### config.mk
export PLATFORM = sky130hd
export DESIGN_NAME = harvos_satp_csr
export DESIGN_NICKNAME = d
export VERILOG_FILES = /design/src/rtl/harvos_mmu_pkg.sv /design/src/rtl/harvos_satp_csr.sv
export SDC_FILE = /design/constraint.sdc
export NUM_CORES = 1
export LEC_CHECK = 0
export ABC_CLOCK_PERIOD_IN_PS = 6200
export BUFFER_PORTS_ARGS = -buffer_cell sky130_fd_sc_hd__buf_2
export CORE_ASPECT_RATIO = 1.5
export CORE_UTILIZATION = 57
export CTS_BUF_LIST = sky130_fd_sc_hd__clkbuf_2
export DETAILED_ROUTE_END_ITERATION = 12
export PLACE_DENSITY = 0.89
export SLEW_MARGIN = 40
export SYNTH_ARGS = -nofsm -noshare
export SYNTH_HDL_FRONTEND = slang
export SYNTH_SLANG_ARGS = --single-unit
### constraint.sdc
create_clock -name clk -period 6.2 [get_ports clk]
set_input_delay 0.31 -clock clk [delete_from_list [all_inputs] [get_ports clk]]
set_output_delay 0.31 -clock clk [all_outputs]
set_load 0.1 [all_outputs]
### src/rtl/harvos_mmu_pkg.sv
// Shared satp field layout, CSR operation/flush-state enums and the WARL
// legalization helper used by the satp CSR owner.
package harvos_mmu_pkg;

    // satp field layout for RV32 (MODE | ASID | PPN)
    localparam int SATP_MODE_BIT = 31;
    localparam int SATP_ASID_LSB = 22;
    localparam int SATP_ASID_W   = 9;
    localparam int SATP_PPN_W    = 22;

    // Privilege encodings as seen on priv_lvl
    localparam logic [1:0] PRIV_U = 2'b00;
    localparam logic [1:0] PRIV_S = 2'b01;
    localparam logic [1:0] PRIV_M = 2'b11;

    typedef enum logic [1:0] {
        CSR_OP_READ = 2'b00,
        CSR_OP_RW   = 2'b01,
        CSR_OP_RS   = 2'b10,
        CSR_OP_RC   = 2'b11
    } csr_op_e;

    typedef enum logic {
        SATP_IDLE  = 1'b0,
        SATP_FLUSH = 1'b1
    } satp_flush_st_e;

    // MODE is hardwired to Sv32 and unimplemented ASID bits read as zero,
    // so any raw value maps onto exactly one legal satp value.
    function automatic logic [31:0] satp_legalize(input logic [31:0] raw, input int asid_w);
        logic [31:0] v;
        v = raw;
        v[SATP_MODE_BIT] = 1'b1;
        for (int i = 0; i < SATP_ASID_W; i++) begin
            if (i >= asid_w) begin
                v[SATP_ASID_LSB + i] = 1'b0;
            end
        end
        return v;
    endfunction

endpackage

### src/rtl/harvos_satp_csr.sv
// RV32 satp CSR owner: applies privileged CSR writes, keeps the value legal
// (always Sv32), and runs a TLB flush handshake after every effective change.
// CSR writes are back-pressured while a flush is outstanding.
module harvos_satp_csr
    import harvos_mmu_pkg::*;
#(
    parameter int              ASID_W    = 9,
    parameter logic [21:0]     RESET_PPN = 22'h0,
    parameter int              FLUSH_TMO = 255
) (
    input  logic        clk,
    input  logic        rst,
    input  logic        csr_we,
    input  logic [1:0]  csr_op,
    input  logic [31:0] csr_wdata,
    input  logic [1:0]  priv_lvl,
    input  logic        mstatus_tvm,
    output logic        csr_ready,
    output logic        csr_illegal,
    output logic [31:0] csr_rdata,
    output logic [31:0] csr_satp_q,
    output logic        tlb_flush_req,
    output logic        tlb_flush_all,
    output logic [8:0]  tlb_flush_asid,
    input  logic        tlb_flush_ack,
    output logic        flush_tmo_err
);

    // Timeout counter is at least 8 bits wide and saturates at all-ones
    localparam int CNT_W = ($clog2(FLUSH_TMO + 1) > 8) ? $clog2(FLUSH_TMO + 1) : 8;
    localparam logic [CNT_W-1:0] TMO_LAST = CNT_W'(FLUSH_TMO - 1);
    localparam logic [CNT_W-1:0] CNT_MAX  = '1;
    localparam logic [31:0] SATP_RESET = {1'b1, 9'b0, RESET_PPN};

    satp_flush_st_e    state_reg, state_next;
    logic [31:0]       satp_reg, satp_next;
    logic [CNT_W-1:0]  cnt_reg, cnt_next;
    logic              req_reg, req_next;
    logic              all_reg, all_next;
    logic [8:0]        asid_reg, asid_next;
    logic              illegal_reg, illegal_next;
    logic              err_reg, err_next;
    logic              ready_comb;

    csr_op_e           op;
    logic              priv_ok;
    logic [31:0]       raw_val;
    logic [31:0]       legal_val;
    logic              mode_or_ppn_diff;

    assign op = csr_op_e'(csr_op);

    // U-mode never reaches satp; S-mode is trapped when TVM is set
    assign priv_ok = !((priv_lvl == PRIV_U) || ((priv_lvl == PRIV_S) && mstatus_tvm));

    // Candidate value from the CSR read-modify-write operation
    always_comb begin
        raw_val = satp_reg;
        case (op)
            CSR_OP_RW: raw_val = csr_wdata;
            CSR_OP_RS: raw_val = satp_reg | csr_wdata;
            CSR_OP_RC: raw_val = satp_reg & ~csr_wdata;
            default:   raw_val = satp_reg;
        endcase
    end

    assign legal_val = satp_legalize(raw_val, ASID_W);

    // A root-table or mode change invalidates everything; an ASID-only change
    // only needs the entries tagged with the outgoing ASID.
    assign mode_or_ppn_diff = (legal_val[SATP_PPN_W-1:0] != satp_reg[SATP_PPN_W-1:0]) ||
                              (legal_val[SATP_MODE_BIT] != satp_reg[SATP_MODE_BIT]);

    // Next-state and output logic for the write/flush handshake
    always_comb begin
        state_next   = state_reg;
        satp_next    = satp_reg;
        cnt_next     = cnt_reg;
        req_next     = req_reg;
        all_next     = all_reg;
        asid_next    = asid_reg;
        illegal_next = 1'b0;
        err_next     = err_reg;
        ready_comb   = 1'b0;

        case (state_reg)
            SATP_IDLE: begin
                ready_comb = 1'b1;
                if (csr_we) begin
                    if (!priv_ok) begin
                        illegal_next = 1'b1;
                    end else if ((op != CSR_OP_READ) && (legal_val != satp_reg)) begin
                        satp_next  = legal_val;
                        req_next   = 1'b1;
                        all_next   = mode_or_ppn_diff;
                        asid_next  = satp_reg[SATP_ASID_LSB +: SATP_ASID_W];
                        cnt_next   = '0;
                        state_next = SATP_FLUSH;
                    end
                end
            end

            SATP_FLUSH: begin
                if (tlb_flush_ack) begin
                    req_next   = 1'b0;
                    all_next   = 1'b0;
                    asid_next  = '0;
                    state_next = SATP_IDLE;
                end else if (cnt_reg == TMO_LAST) begin
                    // Give up on a TLB that never answers; leave a sticky flag
                    req_next   = 1'b0;
                    all_next   = 1'b0;
                    asid_next  = '0;
                    err_next   = 1'b1;
                    state_next = SATP_IDLE;
                end else if (cnt_reg != CNT_MAX) begin
                    cnt_next = cnt_reg + 1'b1;
                end
            end

            default: begin
                state_next = SATP_IDLE;
            end
        endcase
    end

    // State and architectural register update with synchronous reset
    always_ff @(posedge clk) begin
        if (rst) begin
            state_reg   <= SATP_IDLE;
            satp_reg    <= SATP_RESET;
            cnt_reg     <= '0;
            req_reg     <= 1'b0;
            all_reg     <= 1'b0;
            asid_reg    <= '0;
            illegal_reg <= 1'b0;
            err_reg     <= 1'b0;
        end else begin
            state_reg   <= state_next;
            satp_reg    <= satp_next;
            cnt_reg     <= cnt_next;
            req_reg     <= req_next;
            all_reg     <= all_next;
            asid_reg    <= asid_next;
            illegal_reg <= illegal_next;
            err_reg     <= err_next;
        end
    end

    assign csr_ready      = ready_comb;
    assign csr_illegal    = illegal_reg;
    assign csr_satp_q     = satp_reg;
    assign csr_rdata      = satp_reg;
    assign tlb_flush_req  = req_reg;
    assign tlb_flush_all  = all_reg;
    assign tlb_flush_asid = asid_reg;
    assign flush_tmo_err  = err_reg;

endmodule

Yosys cells after proc, flatten, opt, wreduce, memory -nomap -nowiden
Cells that the tools add are included.
{"block": "op_classes", "n_eq_ne": 15, "n_addsub": 1, "reduce_logical": 10, "mux": 32, "n_bitwise": 7}
{"cell": "one-hot mux 31 bit (3 select lines)", "count": 1}
{"cell": "two-way mux 8 bit", "count": 6}
{"cell": "two-way mux 9 bit", "count": 5}
{"cell": "bitwise AND 31 bit", "count": 1}
{"cell": "!= test 31 bit", "count": 1}
{"cell": "NOT 31 bit", "count": 1}
{"cell": "bitwise OR 31 bit", "count": 1}
{"cell": "!= test 22 bit", "count": 1}
{"cell": "one-hot mux 9 bit (2 select lines)", "count": 1}
{"cell": "one-hot mux 8 bit (2 select lines)", "count": 1}
{"cell": "two-way mux 1 bit", "count": 15}
{"cell": "!= test 2 bit, second input constant", "count": 5}
{"cell": "adder 8 x 1 -> 8 bit, second input constant", "count": 1}
{"cell": "== test 8 bit, second input constant", "count": 1}
{"cell": "!= test 8 bit, second input constant", "count": 1}
{"cell": "AND reduction 4 bit", "count": 2}
{"cell": "one-hot mux 1 bit (2 select lines)", "count": 3}
{"cell": "AND reduction 6 bit", "count": 1}
{"cell": "== test 2 x 1 -> 1 bit, second input constant", "count": 2}
{"cell": "== test 2 bit, second input constant", "count": 2}
{"cell": "NOT 1 bit", "count": 4}
{"cell": "!= test 3 x 2 -> 1 bit, second input constant", "count": 1}
{"cell": "AND reduction 3 bit", "count": 1}
{"cell": "OR reduction 3 bit", "count": 1}
{"cell": "5 further kinds", "count": 6}
{"block": "totals", "wordCells": 73, "reg_bits": 53}

Logic depth before layout (Yosys ltp)
{"block": "depth", "ltp_word": 9, "mapped_depth": 10}

Least setup slack after synthesis
OpenSTA, ideal clock, no wires.
{"block": "synth_path", "path_kind": "flip-flop to flip-flop", "start": "register satp_reg[18], in the netlist csr_rdata[18]", "end": "register satp_reg[30], in the netlist csr_rdata[30]", "required_ns": 6.081, "period_less_slack_ns": 2.847, "arrival_ns": 2.728, "stages_incl_launch_ff": 8, "n_path_buf": 1, "path_slack_ns": 3.353, "path_cell_list": "dfxtp_1 -> nor2b_1 -> a2111oi_1 -> a41oi_1 -> o31ai_1 -> nand3_1 -> clkbuf_1 -> o2bb2ai_1"}
{"block": "synth_via", "elab_chain_cells": 5, "word_cells_on_any_way": 6}
{"item": "from (decl)", "line": "harvos_satp_csr.sv:36", "source": "logic [31:0] satp_reg, satp_next;"}
{"item": "from (signal assigned)", "line": "harvos_satp_csr.sv:140", "source": "satp_reg <= satp_next;"}
{"item": "bitwise AND 31 bit / bitwise OR 31 bit (equally long branches)", "line": "harvos_satp_csr.sv:62, harvos_satp_csr.sv:61"}
{"item": "one-hot mux 31 bit (3 select lines)", "line": "harvos_satp_csr.sv:59", "source": "case (op)"}
{"item": "!= test 31 bit *", "line": "harvos_satp_csr.sv:92", "source": "end else if ((op != CSR_OP_READ) && (legal_val != satp_reg)) begin"}
{"item": "logical AND 1 bit *", "line": "harvos_satp_csr.sv:92"}
{"item": "AND reduction 4 bit (no line) *"}
Every way passes the cells marked *; elsewhere a longest branch is shown, timed or not.
A chain may end at the register's enable or synchronous reset.

Worst setup path in the final report
{"block": "layout_path", "start": "register satp_reg[23], in the netlist csr_rdata[23]", "end": "register satp_reg[0], in the netlist csr_rdata[0]"}
The elaborated chain is that of the path after synthesis.

==> results.py <==
metrics = {
    "clock_tree": {
        "cts.path.max_buffers": 2,
        "insertion_delay_ns": 0.45,
        "ctsResizeCount": 0,
        "cts_setup_buffers": 0,
        "cts_tree": "yes",
        "root_buffer": "clkbuf_2",
        "cts_made_buffers": 5,
        "cts.clk_slew.worst_paths_ns": 0.27,
        "cts.sinks": 53,
        "htree_levels": 2,
        "ctsHoldBuffers": 0,
    },
    "sta": {
        "min_period_over_period_pct": 46.0,
        "fin_crit_ns": 2.85,
        "finalHoldViolCount": 0,
        "setup_violations": 0,
        "tightestPinTransition_ns": 0.790,
        "slew_headroom_pct": 46.0,
        "max_freq_ghz": 0.350,
        "finClkSkew_ns": 0.00560,
        "rsz0062_at_grt": "false",
        "finalMaxSlewViolations": 0,
        "fin_setup_tns_ns": 0,
        "layout_setup_ws_ns": 3.35,
    },
    "placement": {
        "portBuffers": 115,
        "place.gp.congestion": 0.811,
        "hpwl_um": 5990,
        "place_area_um2": 3850,
        "preCtsSetupSlack_ns": 3.28,
    },
    "power_and_ir_drop": {
        "intPower_w": 0.000515,
        "finalPower_w": 0.000980,
        "p_per_area_nw_per_um2": 250,
        "p_clk_share_pct": 18.8,
        "p_leak_nw": 1.67,
        "switchingPower_w": 0.000465,
        "swShare_pct": 47.5,
        "ir_drop_uv": 145,
        "seqPwrFrac_pct": 38.9,
        "p_comb_share_pct": 42.4,
    },
    "detailed_routing": {
        "drcViolationCount": 0,
        "routedWlPerCell_um": 14.8,
        "ant_nets": 0,
        "initialDrtViolationCount": 163,
        "num_vias": 3305,
        "viasPerCell": 5.82,
        "firstDrtPassIters": 4,
        "routed_wl_um": 8410,
    },
    "grt": {
        "grt_usage_pct": 26.7,
        "antenna_found_initial": 0,
        "grt_pass1_vias": 3077,
        "gr-total-overflow": 0,
        "grt_pass1_wl_um": 13900,
        "grt_max_degree": 49,
    },
    "outcome": {
        "status": "finished, final reports clean",
    },
    "layout": {
        "fillers": 492,
        "stdcell_area_um2": 3930,
        "drive_gt1_share_pct": 28.6,
        "nNetsFinal": 538,
        "multi_input_area_um2": 2030,
        "seqCellArea_um2": 1060,
        "final_util_pct": 66.9,
        "area_delta_synth_final_pct": 11.0,
        "n_antenna_cell": 0,
        "largest_register_ffs": 31,
    },
    "synthesis": {
        "ys_seq_area_share_pct": 30.0,
        "synth_most_common_cell": "dfxtp_1",
        "synth_top_area_cell": "dfxtp_1",
        "synth-main-ff-cell": "dfxtp_1",
        "synthArstFlopShare_pct": 0,
        "avgSynthCellArea_um2": 8.32,
        "ys_top_cells_by_area": "dfxtp_1, nand2b_1, buf_4",
        "synth_commonest_cells": "dfxtp_1, nand2b_1, nor2_1, buf_4, nor3_1",
        "syn_inst": 425,
        "yosysWarnings": 0,
        "synth_edf_count": 0,
        "synth.top_cell.area_share_pct": 30.0,
        "synth_cell_types": 49,
        "synth_seq_cells": 53,
        "synth_area_um2": 3530,
    },
    "worst_setup_path": {
        "cp-end-kind": "flop",
        "r2r_setup_slack_ns": 3.35,
        "start_kind": "flop",
        "crit_required_ns": 6.61,
        "path_class": "reg -> reg",
        "worstPathArrival_ns": 3.27,
        "path_max_fanout": 16,
    },
    "die": {
        "rows": 34,
        "placeableCoreArea_um2": 5870,
        "dieArea_um2": 6530,
        "die_w_um": 66.3,
        "fp.dieH_um": 98.4,
        "io_pins": 119,
        "initial_core_util_pct": 60.2,
    },
    "run": {
        "cap_violations": 0,
    },
    "min_path": {
        "hold_class": "in -> reg",
    },
}
==> kinds of logic after synthesis <==
| group | share of synthesized area, % |
|---|---|
| adder cells (fa/ha/maj) | 0.708 |
| AO/OA/AOI/OAI | 24.6 |
| other | 0.106 |
| buffers and inverters | 12.7 |
| AND/OR/NAND/NOR | 24.8 |
| flip-flops | 30.0 |
| XOR/XNOR | 6.94 |
==> layer usage <==
layer	wire (um)	GRT usage, %	up-vias
met5	0	0	-
met4	274	13.9	0
met3	426	4.63	24
met2	4250	44.7	123
met1	3460	31.9	1537
li1	-	-	1621
==> power groups by stage <==
stage          clock (W)  combinational (W)  sequential (W)
2_1_floorplan          0           0.000247        0.000501
3_3_place_gp           0           0.000409        0.000386
3_5_place_dp           0           0.000415        0.000387
4_1_cts         0.000188           0.000416        0.000381
5_1_grt         0.000198           0.000436        0.000385
6_report        0.000184           0.000416        0.000381
==> cell usage in the layout (no fill, tap or decap), types with 3 or more instances in the layout <==
cell       synthesis  final
o211ai_1           3      3
dfxtp_1           53     53
o21ai_0            3      3
buf_4             36      5
a211oi_1           4      4
nor3_1            30     30
a22o_1            10     10
a21o_1             3      3
nand4_1            4      4
o2bb2ai_1         26     26
a22oi_1           13     13
o2bb2ai_2          5      5
nor2_1            41     41
xnor2_1           28     28
or3_1              3      3
a311oi_1           6      6
nor2b_1           10     10
nand2b_1          46     46
a222oi_1           3      3
inv_1             18     17
clkbuf_2           0      5
a21oi_1            7      7
nand3_1            9      9
o2111ai_1          4      4
nand2_1           13     13
buf_2              3    114
==> critical path: stages (launching register included) <==
cell       delay, ns
dfxtp_1         0.48
nor2b_1         0.07
a2111oi_0       0.72
a32oi_1         0.21
a21o_1          0.27
o41ai_4         0.51
buf_4           0.32
a211oi_1        0.08
o2bb2ai_1       0.15
==> area by class of cell <==
class,instances,share of cell area [%]
clock buffers,5,0.638
clock inverters,3,1.18
inverters,18,1.72
multi-input cells,298,51.6
flip-flops and latches,53,27.0
well taps,72,2.30
repair buffers,119,15.5
==> final timing paths <==
kind | from | endpoint | cells past startpoint
setup reg to reg | csr_rdata[23]$_SDFFE_PP0P_ | csr_rdata[0]$_SDFFE_PP0P_ | 8
hold reg to reg | tlb_flush_req$_SDFFE_PP0P_ | tlb_flush_req$_SDFFE_PP0P_ | 1
setup / recovery | csr_rdata[23]$_SDFFE_PP0P_ | csr_rdata[0]$_SDFFE_PP0P_ | 8
hold / removal | csr_wdata[3] | csr_rdata[3]$_SDFFE_PP0P_ | 2
==> metrics by stage <==
stage               instances  hold WS [ns]
finish                    568        0.0729
CTS                       568        0.0536
global placement          559         0.432
global route              568        0.0585
floorplan                 426         0.418
detailed placement        560         0.442
Note: power is estimated with default switching activity, not from simulation.
